--- config.mk ---
export PLATFORM = sky130hd
export DESIGN_NAME = icache_refill_ctrl
export DESIGN_NICKNAME = d
export VERILOG_FILES = /design/src/rtl/icache_refill_ctrl_pkg.sv /design/src/rtl/icache_refill_ctrl.sv
export SDC_FILE = /design/constraint.sdc
export NUM_CORES = 1
export LEC_CHECK = 0
export ABC_CLOCK_PERIOD_IN_PS = 3100
export CORE_UTILIZATION = 50
export CTS_BUF_LIST = sky130_fd_sc_hd__clkbuf_4
export DETAILED_ROUTE_END_ITERATION = 8
export PLACE_DENSITY = 0.79
export SLEW_MARGIN = 5
export SYNTH_ARGS = -nofsm -noshare
export SYNTH_HDL_FRONTEND = slang
export SYNTH_SLANG_ARGS = --single-unit
--- constraint.sdc ---
create_clock -name clk_in -period 3.1 [get_ports clk_in]
set_clock_uncertainty 0.1 [all_clocks]
set_input_delay 0.62 -clock clk_in [delete_from_list [all_inputs] [get_ports clk_in]]
set_output_delay 0.62 -clock clk_in [all_outputs]
set_load 0.1 [all_outputs]
--- src/rtl/icache_refill_ctrl_pkg.sv ---
// Shared definitions for the instruction-cache refill path: block geometry
// defaults and the refill FSM state encoding.
package icache_refill_ctrl_pkg;

  localparam int DEFAULT_BLOCK_WIDTH = 2;
  localparam int DEFAULT_BLOCK_SIZE  = 1 << DEFAULT_BLOCK_WIDTH;

  typedef enum logic {
    IDLE  = 1'b0,
    FETCH = 1'b1
  } refill_state_e;

endpackage

--- src/rtl/icache_refill_ctrl.sv ---
// Instruction-cache block refill: streams one block byte-by-byte from a
// byte-wide read-only RAM and hands the assembled block back to the cache.
module icache_refill_ctrl
  import icache_refill_ctrl_pkg::*;
#(
  parameter int BLOCK_WIDTH = DEFAULT_BLOCK_WIDTH,
  parameter int BLOCK_SIZE  = 1 << BLOCK_WIDTH
) (
  input  logic                      clk_in,
  input  logic                      rst_in,
  input  logic                      rdy_in,
  input  logic                      flush_in,
  input  logic                      icache_query_en,
  input  logic [31:0]               icache_query_addr,
  output logic                      icache_data_en,
  output logic [32*BLOCK_SIZE-1:0]  icache_data,
  input  logic [7:0]                mem_din,
  output logic [7:0]                mem_dout,
  output logic [31:0]               mem_a,
  output logic                      mem_wr
);

  localparam int NBYTES = 4 * BLOCK_SIZE;
  localparam int PW     = BLOCK_WIDTH + 2;
  localparam logic [PW-1:0] PTR_LAST  = PW'(NBYTES - 1);
  localparam logic [31:0]   BASE_MASK = ~32'(NBYTES - 1);

  refill_state_e           state_reg, state_next;
  logic [31:0]             base_reg, base_next;
  logic [PW-1:0]           ptr_reg, ptr_next;
  logic [NBYTES-1:0]       mask_reg, mask_next, mask_cap;
  logic [8*NBYTES-1:0]     asm_reg, asm_next;
  logic [PW-1:0]           cap_off_reg, cap_off_next;
  logic                    cap_valid_reg, cap_valid_next;
  logic                    data_en_reg, data_en_next;
  logic [32*BLOCK_SIZE-1:0] data_reg, data_next;

  assign mem_a          = (state_reg == FETCH) ? base_reg + 32'(ptr_reg) : 32'h0;
  assign mem_dout       = 8'h00;
  assign mem_wr         = 1'b0;
  assign icache_data_en = data_en_reg;
  assign icache_data    = data_reg;

  always_ff @(posedge clk_in or negedge rst_in) begin
    if (!rst_in) begin
      state_reg <= IDLE;
    end else begin
      state_reg <= state_next;
    end
  end

  always_comb begin
    state_next     = state_reg;
    base_next      = base_reg;
    ptr_next       = ptr_reg;
    cap_off_next   = mem_a[PW-1:0];
    cap_valid_next = (state_reg == FETCH);
    data_en_next   = 1'b0;
    data_next      = data_reg;
    mask_cap       = mask_reg;
    asm_next       = asm_reg;

    // Capture runs on every edge; base is block-aligned, so the low address
    // bits are the byte offset. Re-capturing a held address rewrites the same byte.
    if (cap_valid_reg) begin
      asm_next[{cap_off_reg, 3'b000} +: 8] = mem_din;
      mask_cap[cap_off_reg]                = 1'b1;
    end
    mask_next = mask_cap;

    if (rdy_in) begin
      case (state_reg)
        IDLE: begin
          if (flush_in) begin
            mask_next = '0;
          end else if (icache_query_en) begin
            base_next  = icache_query_addr & BASE_MASK;
            ptr_next   = '0;
            mask_next  = '0;
            state_next = FETCH;
          end
        end
        FETCH: begin
          if (flush_in) begin
            state_next     = IDLE;
            mask_next      = '0;
            cap_valid_next = 1'b0;
          end else if (&mask_cap) begin
            // Completion sees the byte landing on this very edge.
            state_next     = IDLE;
            data_en_next   = 1'b1;
            data_next      = asm_next;
            cap_valid_next = 1'b0;
          end else if (ptr_reg != PTR_LAST) begin
            ptr_next = ptr_reg + 1'b1;
          end
        end
        default: state_next = IDLE;
      endcase
    end
  end

  always_ff @(posedge clk_in or negedge rst_in) begin
    if (!rst_in) begin
      base_reg      <= '0;
      ptr_reg       <= '0;
      mask_reg      <= '0;
      asm_reg       <= '0;
      cap_off_reg   <= '0;
      cap_valid_reg <= 1'b0;
      data_en_reg   <= 1'b0;
      data_reg      <= '0;
    end else begin
      base_reg      <= base_next;
      ptr_reg       <= ptr_next;
      mask_reg      <= mask_next;
      asm_reg       <= asm_next;
      cap_off_reg   <= cap_off_next;
      cap_valid_reg <= cap_valid_next;
      data_en_reg   <= data_en_next;
      data_reg      <= data_next;
    end
  end

endmodule

==> impl_summary.log <==
INFO  metric clk-insertion-delay-late = 680 ps
INFO  metric clock-sinks = 311
INFO  metric ys_types = 56
INFO  metric drt_pre_antenna_iters = 4
INFO  metric cp_data_arrival_time = 3410 ps
INFO  metric ir_drop_worst_vdd = 0.0005095 V
INFO  metric slew_headroom = 0.4031
INFO  metric post_layout_net_count = 1224
INFO  metric required = 3540 ps
INFO  metric grt_use_total = 0.2267
INFO  metric drv_slew = 0
INFO  metric floorplan.die_area = 25990 um^2
INFO  metric yosys.area.top_type_share = 0.6141
INFO  metric critPathCaptureType = flip-flop
INFO  metric cts_max_path_buffers = 3
INFO  metric layout.core_utilization = 0.6436
INFO  metric initial_utilization = 0.5151
INFO  metric rows = 57
INFO  metric die_height = 161.2 um
INFO  metric clock_tree.root_cell = sky130_fd_sc_hd__clkbuf_4
INFO  metric grtUsageMet1 = 0.3150
INFO  metric die_width = 161.2 um
INFO  metric layout.area.seq = 7784 um^2
INFO  metric synth_flop_cell = sky130_fd_sc_hd__dfrtp_1
INFO  metric synthToLayoutAreaGrowth = 24.96%
INFO  metric synth_sequential_area_ratio = 0.6141
INFO  metric use_met3 = 0.05727
INFO  metric netlist_area = 12670 um^2
INFO  metric pwr_density_cell = 623.7 nW/um^2
INFO  metric maximum_frequency_from_static_timing_analysis = 337.0 MHz
INFO  metric setup_ws = 132.5 ps
INFO  metric final_antenna_net_count = 0
INFO  metric numCtsBuffers = 79
INFO  metric fillerInstances = 1898
INFO  metric synth.yosys.warnings = 0
INFO  metric drt-total-wl = 27.99 mm
INFO  metric drt_iter0_markers = 420
INFO  metric antenna_found_initial = 1
INFO  metric timing.setup.tns = 0 ps
INFO  metric min-delay-path-class = reg -> reg
INFO  metric core = 24600 um^2
INFO  metric synth_edf_count = 0
INFO  metric dpl_worst_slack = 79.82 ps
INFO  metric post_drt_via_cell_ratio = 5.211
INFO  metric hpwlAfterDp = 19.14 mm
INFO  metric synthArstFlopShare = 1.000
INFO  metric period_needed = 2968 ps
INFO  metric global_route.overflow_total = 0
INFO  metric grt_use_met2 = 0.3474
INFO  metric max_cap_viol_count = 0
INFO  metric post_synth.cell_area_avg = 14.27 um^2
INFO  metric grt_first_pass_wirelength = 45.91 mm
INFO  metric route.vias.total = 8072
INFO  metric p_leak = 8.152 nW
INFO  metric slew_at_the_pin_closest_to_its_max_slew_limit = 892.1 ps
INFO  metric timing.final.setup_violations = 0
INFO  metric synth_seq_cells = 311
INFO  metric rsz0062_at_grt = false
INFO  metric first_global_vias = 8605
INFO  metric synthMostInstantiatedCell = sky130_fd_sc_hd__dfrtp_1
INFO  metric layout-drive-gt1-share = 0.4248
INFO  metric global_route.peak_usage_layer = met2
INFO  metric cp-start-kind = flip-flop
INFO  metric synth_area_leaders = sky130_fd_sc_hd__dfrtp_1 61%, sky130_fd_sc_hd__mux2_2 16%, sky130_fd_sc_hd__mux2_1 6.8%, sky130_fd_sc_hd__and2_1 2.6%, sky130_fd_sc_hd__nand2_1 1.5%
INFO  metric period_share = 0.9573
INFO  metric path_class = reg -> reg
INFO  metric floorplan.io_pins = 215
INFO  metric netlist_top_cells_count = 311 x sky130_fd_sc_hd__dfrtp_1, 175 x sky130_fd_sc_hd__mux2_2, 77 x sky130_fd_sc_hd__mux2_1, 52 x sky130_fd_sc_hd__and2_1, 50 x sky130_fd_sc_hd__nand2_1
INFO  metric largest_net_degree_at_the_start_of_global_routing = 81
INFO  metric critical_path.max_fanout = 31
INFO  metric clock_tree_from_tritoncts = yes
INFO  metric synthesis.instances = 888
INFO  metric multi_input_area = 4561 um^2
INFO  metric status = completed
INFO  metric post_cts_clock_slew_at_the_launch_and_capture_registers_of_the_worst_setup_and_hold_paths = 70 ps
INFO  metric gp_routability_congestion = 0.8060
INFO  metric routed_wire_length_per_instance = 18.07 um
INFO  metric synthDominantAreaCellType = sky130_fd_sc_hd__dfrtp_1
INFO  metric final-hold-violation-count = 0
INFO  metric drc_errors = 0
INFO  metric portBuffers = 201
INFO  metric htree_num_levels = 3
logic make-up after synthesis:
logic type,Yosys count,share of synthesized area
buffers and inverters,54,0.02883
DFF,311,0.6141
other,1,0.0002959
adders and majority gates,8,0.007898
muxes,260,0.2334
AOI/OAI and AO/OA,66,0.03416
xor gates and xnor gates,1,0.0006912
and+or+nand+nor,187,0.08066
per-layer routing:
layer  vias to the layer above  routed length [um]  share of wire
li1                       3718                   -              -
met5                         -                   0              0
met3                        44                1896          0.068
met4                         0                 508          0.018
met1                      4072               12530           0.45
met2                       238               13060           0.47
final timing paths:
path | startpoint | end | slack, ps | cells after the start
max in group asynchronous | rst_in | state_reg | 1590 | 3
worst min register to register | icache_data[58] | icache_data[58] | 380 | 1
worst max-delay path | cap_off_reg[0] | icache_data[14] | 130 | 9
worst min-delay path | icache_data[58] | icache_data[58] | 380 | 1
worst max register to register | cap_off_reg[0] | icache_data[14] | 130 | 9
min in group asynchronous | rst_in | icache_data[117] | 430 | 2
worst max-delay path, cell delays in order, from the launching register on:
cell                        delay (ps)
sky130_fd_sc_hd__dfrtp_1           420
sky130_fd_sc_hd__inv_1             150
sky130_fd_sc_hd__ha_2              280
sky130_fd_sc_hd__a41oi_1           180
sky130_fd_sc_hd__a2111oi_2         440
sky130_fd_sc_hd__nor4b_4           330
sky130_fd_sc_hd__nand4_4           150
sky130_fd_sc_hd__inv_4             190
sky130_fd_sc_hd__buf_12            230
sky130_fd_sc_hd__mux2_2            350
power by group:
group	total, mW	switching (mW)	internal, mW	leakage, nW
Clock	3.42	1.61	1.80	0.571
Combinational	1.96	1.35	0.612	3.45
Sequential	4.50	0.147	4.35	4.13
cells in the final DEF, fill, tap and decap left out, types with 7 or more instances in the layout:
cell and count:
sky130_fd_sc_hd__mux2_1 77, sky130_fd_sc_hd__mux2_2 175, sky130_fd_sc_hd__o21ai_0 25, sky130_fd_sc_hd__dfrtp_1 310
sky130_fd_sc_hd__clkbuf_4 110, sky130_fd_sc_hd__ha_1 7, sky130_fd_sc_hd__buf_4 189, sky130_fd_sc_hd__a31oi_1 12
sky130_fd_sc_hd__clkdlybuf4s50_1 39, sky130_fd_sc_hd__nor2_1 39, sky130_fd_sc_hd__and2_1 52, sky130_fd_sc_hd__clkinv_1 18
sky130_fd_sc_hd__and3_1 8, sky130_fd_sc_hd__mux2_4 8, sky130_fd_sc_hd__o31ai_1 8, sky130_fd_sc_hd__conb_1 9
sky130_fd_sc_hd__nand2_1 50, sky130_fd_sc_hd__buf_12 12
through the flow:
stage / total power, mW / instances / hold WS (ps) / area, um^2
finish: 9.877 / 1549 / 384.1 / 15840
global route: 10.39 / 1549 / 401.3 / 15840
CTS: 10.01 / 1546 / 389.2 / 15810
detailed placement: 6.541 / 1411 / 375.4 / 14820
global placement: 6.495 / 1411 / 367.5 / 14820
floorplan: 5.988 / 896 / 224.4 / 12700
what timing repair did:
action	in CTS	in global routing
setup buffers	0	2
hold buffers	1	0
endpoints found under the hold margin	74	0
gates resized for setup	0	3
setup endpoints to repair	0	107
layout make-up:
cell class,count,area share
Clock buffer,110,0.05215
Inverter,5,0.001343
Antenna cell,1,0.0001580
Multi-Input combinational cell,531,0.2880
Clock inverter,24,0.009560
Tap cell,324,0.02560
Sequential cell,311,0.4915
Timing Repair Buffer,243,0.1317
No activity file was read; power rests on OpenSTA's default activity.
